File: src/rtl/sram_arbiter_pkg.sv
// Shared sizes and state encoding for the two-port SRAM arbiter.
package sram_arbiter_pkg;
  localparam int ADDR_W     = 10;
  localparam int DATA_W     = 32;
  localparam int SRAM_DEPTH = 1024;
  localparam int NUM_REQ    = 2;

  typedef enum logic {ST_INIT, ST_RUN} state_t;
endpackage

File: src/rtl/rr_arbiter2.sv
// Two-way round-robin grant; the last-grant pointer advances only on a transfer.
module rr_arbiter2 (
  input  logic       clk,
  input  logic       rst,
  input  logic       en,
  input  logic [1:0] valid,
  output logic [1:0] grant
);
  logic last;

  // On a tie, favour whichever requester did not win the previous transfer.
  always_comb begin
    grant = 2'b00;
    if (en) begin
      case (valid)
        2'b01:   grant = 2'b01;
        2'b10:   grant = 2'b10;
        2'b11:   grant = last ? 2'b01 : 2'b10;
        default: grant = 2'b00;
      endcase
    end
  end

  always_ff @(posedge clk) begin
    if (rst)         last <= 1'b1;
    else if (|grant) last <= grant[1];
  end
endmodule

File: src/rtl/sram_arbiter.sv
// Arbitrates two requesters onto one SRAM port, with optional zero-fill after reset.
module sram_arbiter #(
  parameter int ADDR_W    = sram_arbiter_pkg::ADDR_W,
  parameter int DATA_W    = sram_arbiter_pkg::DATA_W,
  parameter int INIT_ZERO = 1
) (
  input  logic                   clk,
  input  logic                   rst,
  input  logic [1:0]             req_valid,
  output logic [1:0]             req_ready,
  input  logic [1:0]             req_we,
  input  logic [1:0][ADDR_W-1:0] req_addr,
  input  logic [1:0][DATA_W-1:0] req_wdata,
  input  logic [1:0][DATA_W-1:0] req_bm,
  output logic [1:0]             rsp_valid,
  output logic [DATA_W-1:0]      rsp_rdata,
  output logic                   init_done,
  output logic                   sram_men,
  output logic                   sram_wen,
  output logic                   sram_ren,
  output logic [ADDR_W-1:0]      sram_addr,
  output logic [DATA_W-1:0]      sram_din,
  output logic [DATA_W-1:0]      sram_bm,
  input  logic [DATA_W-1:0]      sram_dout
);
  import sram_arbiter_pkg::*;

  localparam logic [ADDR_W-1:0] LAST_ADDR = ADDR_W'(SRAM_DEPTH - 1);

  state_t              state;
  logic [ADDR_W-1:0]   cnt;
  logic [1:0]          rsp_q;
  logic [1:0]          grant;
  logic                run, xfer, gi;

  assign run  = (state == ST_RUN) && !rst;
  assign xfer = |grant;
  assign gi   = grant[1];

  rr_arbiter2 u_arb (
    .clk   (clk),
    .rst   (rst),
    .en    (run),
    .valid (req_valid),
    .grant (grant)
  );

  assign req_ready = grant;
  // The response register can still hold a bit in a reset cycle; mask it so it is dropped.
  assign rsp_valid = rst ? 2'b00 : rsp_q;
  assign rsp_rdata = (|rsp_valid) ? sram_dout : '0;

  always_comb begin
    sram_men  = 1'b0;
    sram_wen  = 1'b0;
    sram_ren  = 1'b0;
    sram_addr = '0;
    sram_din  = '0;
    sram_bm   = '0;
    if (!rst && state == ST_INIT) begin
      sram_men  = 1'b1;
      sram_wen  = 1'b1;
      sram_addr = cnt;
      sram_bm   = '1;
    end else if (xfer) begin
      sram_men  = 1'b1;
      sram_wen  = req_we[gi];
      sram_ren  = !req_we[gi];
      sram_addr = req_addr[gi];
      sram_din  = req_wdata[gi];
      sram_bm   = req_bm[gi];
    end
  end

  always_ff @(posedge clk) begin
    if (rst) begin
      state     <= (INIT_ZERO != 0) ? ST_INIT : ST_RUN;
      cnt       <= '0;
      init_done <= 1'b0;
      rsp_q     <= 2'b00;
    end else begin
      rsp_q <= (xfer && !req_we[gi]) ? grant : 2'b00;
      case (state)
        ST_INIT: begin
          cnt <= cnt + 1'b1;
          if (cnt == LAST_ADDR) begin
            state     <= ST_RUN;
            init_done <= 1'b1;
          end
        end
        default: init_done <= 1'b1;
      endcase
    end
  end
endmodule

File: config.mk
export PLATFORM = sky130hd
export DESIGN_NAME = sram_arbiter
export DESIGN_NICKNAME = d
export VERILOG_FILES = /design/src/rtl/sram_arbiter_pkg.sv /design/src/rtl/rr_arbiter2.sv /design/src/rtl/sram_arbiter.sv
export SDC_FILE = /design/constraint.sdc
export NUM_CORES = 1
export LEC_CHECK = 0
export CAP_MARGIN = 30
export CORE_AREA = 2 2 118 120
export CTS_BUF_LIST = sky130_fd_sc_hd__clkbuf_16
export DETAILED_ROUTE_END_ITERATION = 10
export DIE_AREA = 0 0 120 122
export GPL_TIMING_DRIVEN = 0
export PLACE_DENSITY = 0.63
export SYNTH_ARGS = -nofsm -noshare
export SYNTH_HDL_FRONTEND = slang
export SYNTH_SLANG_ARGS = --single-unit
File: constraint.sdc
create_clock -name clk -period 1.3 [get_ports clk]
set_input_delay 0.195 -clock clk [delete_from_list [all_inputs] [get_ports clk]]
set_output_delay 0.195 -clock clk [all_outputs]
set_load 0.02 [all_outputs]
==> metrics.yaml, run 1 <==
die:
  ios: 300
  rows: 43
  die-height_um: 122
  dieArea_mm2: 0.0146
  initial_core_util: 0.166
  core-area_mm2: 0.0135
  die_w_um: 120
yosys:
  netlist_top_cells_count: "69 x o21ai_0, 44 x mux2i_1, 38 x a21oi_1"
  yosysMostFrequentCell: "o21ai_0"
  synth_edf_count: 0
  syn_nets: 526
  seq_area_frac_synth: 0.134
  synth.cell_area_mm2: 0.00224
  synth_largest_type_area_fraction: 0.196
  yosys_warnings: 0
  syn_area_per_cell_um2: 6.62
  synth_area_leaders: "mux2i_1 20%, o21ai_0 15%, dfxtp_1 13%"
  synth_top_flop_cell: "dfxtp_1"
  syn_inst: 339
  yosys.area.top_type: "mux2i_1"
  synth_seq_cells: 15
  synth.distinct_cells: 39
  async_reset_ff_frac: 0
critical_path:
  r2r_slack_ns: 0
  crit_path_top_delay_cell: "dfxtp_4"
  start_kind: "register"
  reg2reg_from: "state$_SDFF_PP0_"
  slowest_delay_ns: 0.36
  end_kind: "primary output"
  path_max_fanout: 5
  cp_cell_sequence: "a21bo_4, clkbuf_16, buf_16, mux2i_4, o21ai_4, buf_6"
  r2r_cells: 4
  worstPathRequired_ns: 1.11
  timing.rr.end: "cnt[8]$_SDFFE_PP0N_"
  path_class: "reg -> out"
  crit_arrival_ns: 1.64
cts:
  worstSkewPairLatency_ns: 0.25
  clockBufferDepth: 2
  cts_htree_levels: 1
  cts_tree: "yes"
  cts_sinks: 15
  holdBufCountCts: 0
  cts-root-buf: "clkbuf_16"
  cts.clk_slew.worst_paths_ns: 0.05
  cts_buffers: 3
sta:
  finalCritPeriodShare: 1.41
  fmax_mhz: 546
  skew_ns: 0.00625
  rsz0062_at_grt: "true"
  tns_ns: -44.54
  setup_viol_count_final: 112
  worst_hold_slack_ns: 0.419
  final_hold_viol_count: 0
  worst_slack_ns: -0.531
  slew_violations: 0
  period_needed_ns: 1.83
  tightest_slew_ns: 0.502
  maxSlewHeadroom: 0.665
final_layout:
  syn_to_final_growth_pct: 274
  layout-drive-gt1-share: 0.597
  fin_util: 0.622
  n_fill_cell: 1059
  final_nets: 875
  diodes: 0
pwr:
  power_switching_mw: 0.870
  power_frac_seq: 0.171
  combPwrFrac: 0.609
  peakVddDrop_uv: 347
  p_int_mw: 1.90
  p_sw_frac: 0.314
  finalPower_mw: 2.77
  clkPwrFrac: 0.220
  power.leakage_nw: 3.11
  power.density_mw_per_mm2: 330
flow_run:
  maxCapViolCount: 0
drt:
  detail_route.wl_per_cell_um: 18.0
  vias_per_cell: 4.63
  drt_iter0_drc: 80
  wirelength_um: 15600
  vias: 4012
  drt_first_pass_iters: 4
  drc: 0
  antenna_left: 0
grt:
  overflow: 0
  grt_pass1_wl_um: 21900
  grt_pass1_vias: 4018
  antenna_found_initial: 0
  grt_util_all_layers: 0.185
  grt_max_degree: 11
place:
  place_congestion: 0.805
  dp_hpwl_um: 11100
  port_buffers: 299
  pre_cts_ws_ns: -1.38
status:
  violations: "negative setup slack"
  outcome: "complete, but fails checks"
min_path:
  hold_path_class: "in -> reg"
  hold-path-cell-count: 3
  min_to: "u_arb.last$_SDFFE_PP1P_"
  min_from: "req_valid[0]"
==> registers in the layout (all words and copies together), names as in the netlist <==
name        cells
cnt            10
init_done       1
rsp_q           2
state           1
u_arb.last      1
==> critical path: cells and delay by family, from the launching register on <==
kind | cells | cell delay (ns)
buffers and inverters | 3 | 0.45
muxes | 1 | 0.19
AOI/OAI and AO/OA | 2 | 0.37
DFF | 1 | 0.36
==> power groups by stage <==
stage / clock [mW] / combinational (mW) / sequential [mW]
2_1_floorplan: 0 / 0.535 / 0.486
3_3_place_gp: 0 / 1.28 / 0.488
3_5_place_dp: 0 / 1.29 / 0.488
4_1_cts: 0.625 / 1.46 / 0.481
5_1_grt: 0.652 / 1.77 / 0.474
6_report: 0.609 / 1.69 / 0.474
==> how the worst max path moves through the flow <==
stage              endpoint  slack (ns)                    start  cells past startpoint
2_1_floorplan   sram_bm[10]       -0.09  u_arb.last$_SDFFE_PP1P_                      5
3_3_place_gp   sram_din[29]       -1.34             req_valid[1]                      6
3_5_place_dp   sram_din[20]       -1.38             req_valid[1]                      6
4_1_cts        sram_din[26]       -0.55  u_arb.last$_SDFFE_PP1P_                      6
5_1_grt          sram_bm[9]       -0.58  u_arb.last$_SDFFE_PP1P_                      6
6_report        sram_bm[11]       -0.53  u_arb.last$_SDFFE_PP1P_                      6
==> through the flow <==
stage	instance area [um2]	cells
after floorplan	3300	339
after global placement	6520	818
after detailed placement	6520	818
after CTS	7510	850
after global routing	8400	867
final	8400	867
==> cell families (layout without fill, tap and decap cells) <==
| group | count (synthesis) | in the layout | share of synthesized area |
|---|---|---|---|
| mux | 45 | 45 | 0.201 |
| xor+xnor | 4 | 4 | 0.0156 |
| buf+inv | 39 | 387 | 0.0847 |
| compound gates | 123 | 123 | 0.286 |
| flops | 15 | 15 | 0.134 |
| fa+ha+maj | 1 | 1 | 0.00557 |
| simple gates | 112 | 112 | 0.273 |
==> timing repair <==
action                                  4_1_cts  5_1_grt
pin swaps                                    10       40
endpoints found under the setup margin      125      119
buffers inserted                             19       12
cloned                                        9        7
gates resized for setup                     782      155
endpoints found under the hold margin         0        0
==> layer usage <==
layer	global-route usage	routed length (um)	vias up
li1	-	-	1922
met1	0.213	5780	1913
met2	0.366	8830	157
met3	0.0272	765	20
met4	0.0265	240	0
met5	0	0	-
==> cells in the final DEF, fill, tap and decap left out, types with 3 or more instances in the layout <==
master           count
a21oi_1              5
a21oi_2              3
a21oi_4             31
and2_4              32
buf_12               8
buf_16               7
buf_4               24
buf_6              129
buf_8                6
clkbuf_16           17
clkbuf_8             3
clkdlybuf4s15_1      3
clkdlybuf4s50_1    182
dfxtp_1              4
dfxtp_2              6
dfxtp_4              5
mux2i_1              4
mux2i_2             11
mux2i_4             29
nand2_1             11
nand3_1             33
nor2_1               8
nor2_4               3
nor2b_1              5
o21ai_0              3
o21ai_2             22
o21ai_4             53
xor2_1               3
==> area by class of cell <==
type	instances	area (um2)	area share
Multi-Input combinational cell	285	3410	0.406
Inverter	3	11.3	0.00134
Sequential cell	15	327	0.0389
Timing Repair Buffer	344	3740	0.446
Clock buffer	3	75.1	0.00894
Tap cell	180	225	0.0268
Buffer	36	598	0.0712
Clock inverter	1	7.51	0.000894
Power figures use the tool's default switching activity.
==> inputs of run 2 (changes only) <==
- CTS_BUF_LIST: sky130_fd_sc_hd__clkbuf_16 -> sky130_fd_sc_hd__clkbuf_2 sky130_fd_sc_hd__clkbuf_4 sky130_fd_sc_hd__clkbuf_8
==> metrics.yaml, run 2 (synthesis gave the netlist of run 1 again) <==
cts:
  cts.clk_slew.worst_paths_ns: 0.07  # +0.02 ns
  cts_tree: "yes"
  holdBufCountCts: 0  # unchanged
  clockBufferDepth: 2  # unchanged
  cts_sinks: 15  # unchanged
  cts_buffers: 3  # unchanged
  cts-root-buf: "clkbuf_8"
  cts_htree_levels: 1  # unchanged
  worstSkewPairLatency_ns: 0.25  # about the same
final_layout:
  layout_commonest_cell: "clkdlybuf4s50_1"
  layout.cells.non_filler: 867  # unchanged
  diodes: 0  # unchanged
  syn_to_final_growth_pct: 263
  finish.instance_area_mm2: 0.00815  # -2.9%
  top_register: "cnt"
  final_nets: 875  # unchanged
  layout_common_cells: "182 x clkdlybuf4s50_1, 118 x buf_6, 45 x o21ai_4"
  largest_register_ffs: 10  # unchanged
  layout-drive-gt1-share: 0.585  # -0.0116
  reg.largest.list: "cnt x10, rsp_q x2"
place:
  port_buffers: 299  # unchanged
  dp_hpwl_um: 11100  # unchanged
  place_congestion: 0.805  # unchanged
  place_area_mm2: 0.00652  # unchanged
  place_inst: 818  # unchanged
drt:
  vias_per_cell: 4.62  # -0.22%
  drt_iter0_drc: 103  # +29%
  antenna_left: 0  # unchanged
  drc: 0  # unchanged
  vias: 4003  # -0.22%
  detail_route.wl_per_cell_um: 17.7  # -1.5%
  drt_first_pass_iters: 4  # unchanged
  wirelength_um: 15400  # -1.5%
status:
  outcome: "complete, but fails checks"
  violations: "negative setup slack"
grt:
  grt_util_all_layers: 0.190  # +0.00440
  grt_pass1_vias: 4080  # +1.5%
  antenna_found_initial: 0  # unchanged
  grt_pass1_wl_um: 22300  # +2.1%
  overflow: 0  # unchanged
  grt_max_degree: 11  # unchanged
critical_path:
  cp_cell_sequence: "a21bo_4, buf_6, mux2i_2, o21ai_4, clkdlybuf4s15_2"
  start_kind: "register"
  crit_arrival_ns: 1.66  # +0.02 ns
  end_kind: "primary output"
  slowest_delay_ns: 0.39  # +0.03 ns
  path_max_fanout: 10  # +5
  path_class: "reg -> out"
  worstPathRequired_ns: 1.11  # about the same
  crit_path_top_delay_cell: "dfxtp_4"
pwr:
  power.density_mw_per_mm2: 306  # -7.2%
  power_switching_mw: 0.824  # -5.3%
  p_sw_frac: 0.330  # +0.0160
  p_int_mw: 1.67  # -12%
  power_frac_seq: 0.190  # +0.019
  power.leakage_nw: 3.02  # -2.8%
  clkPwrFrac: 0.156  # -0.064
  peakVddDrop_uv: 271  # -22%
  combPwrFrac: 0.654  # +0.045
sta:
  setup_viol_count_final: 114  # +1.8%
  rsz0062_at_grt: "true"
  tightest_slew_ns: 0.493  # -0.00874 ns
  skew_ns: 0.00996  # +0.00371 ns
  slew_violations: 0  # unchanged
  final_hold_viol_count: 0  # unchanged
  worst_slack_ns: -0.559  # -0.0274 ns
  finalCritPeriodShare: 1.43  # +0.0211
  maxSlewHeadroom: 0.671  # +0.00583
  fmax_mhz: 538  # -1.5%
  period_needed_ns: 1.86  # +0.0274 ns
die:
  initial_core_util: 0.166  # unchanged
  die-height_um: 122  # unchanged
  core-area_mm2: 0.0135  # unchanged
  die_w_um: 120  # unchanged
  ios: 300  # unchanged
  rows: 43  # unchanged
  dieArea_mm2: 0.0146  # unchanged
flow_run:
  maxCapViolCount: 0  # unchanged
min_path:
  hold_path_class: "in -> reg"
==> run 2: what timing repair did <==
item,CTS,global route
pin swaps,20,35
setup endpoints to repair,122,121
gates resized for setup,765,128
cloned,11,4
setup buffers,21,12
==> run 2: layer usage <==
layer,part of all wire,wire length [um],track usage,up-vias
met5,0,0,0,-
met4,0.013,201,0.0272,0
met3,0.046,708,0.0281,16
met2,0.56,8670,0.376,156
met1,0.38,5800,0.217,1912
li1,-,-,-,1919
==> run 2: worst paths after layout <==
check | from | endpoint | slack, ns | cells after the start
hold reg to reg | init_done$_SDFFE_PP0P_ | init_done$_SDFFE_PP0P_ | 0.51 | 2
hold / removal | rst | cnt[5]$_SDFFE_PP0N_ | 0.41 | 4
setup / recovery | u_arb.last$_SDFFE_PP1P_ | sram_addr[3] | -0.56 | 5
setup reg to reg | state$_SDFF_PP0_ | cnt[8]$_SDFFE_PP0N_ | -0.08 | 5
==> run 2: power groups by stage <==
| stage | sequential [mW] | combinational [mW] | clock (mW) |
|---|---|---|---|
| 6_report | 0.474 | 1.63 | 0.389 |
| 5_1_grt | 0.475 | 1.71 | 0.429 |
| 4_1_cts | 0.480 | 1.46 | 0.403 |
| 3_5_place_dp | 0.488 | 1.29 | 0 |
| 3_3_place_gp | 0.488 | 1.28 | 0 |
| 2_1_floorplan | 0.486 | 0.535 | 0 |
==> run 2: worst max-delay path: cells and delay by family (launching register included) <==
| kind | cells | cell delay [ns] |
|---|---|---|
| buf+inv | 2 | 0.49 |
| compound gates | 2 | 0.23 |
| mux | 1 | 0.29 |
| flops | 1 | 0.39 |
==> run 2: cell type report <==
cell class / count / area (um2)
Buffer: 36 / 578
Clock inverter: 1 / 7.51
Fill cell: 1098 / 5350
Multi-Input combinational cell: 285 / 3310
Sequential cell: 15 / 323
Clock buffer: 3 / 41.3
Timing Repair Buffer: 344 / 3660
Tap cell: 180 / 225
Inverter: 3 / 11.3
==> run 2: stage by stage <==
stage	setup slack, ns	power (mW)	hold slack, ns	utilization	setup TNS, ns
floorplan	-0.0916	1.02	0.267	-	-4.19
global placement	-1.34	1.76	0.482	0.483	-134.32
detailed placement	-1.38	1.78	0.498	0.483	-137.67
CTS	-0.566	2.35	0.443	0.557	-47.71
global route	-0.637	2.62	0.432	0.604	-51.56
finish	-0.559	2.49	0.415	0.604	-44.41
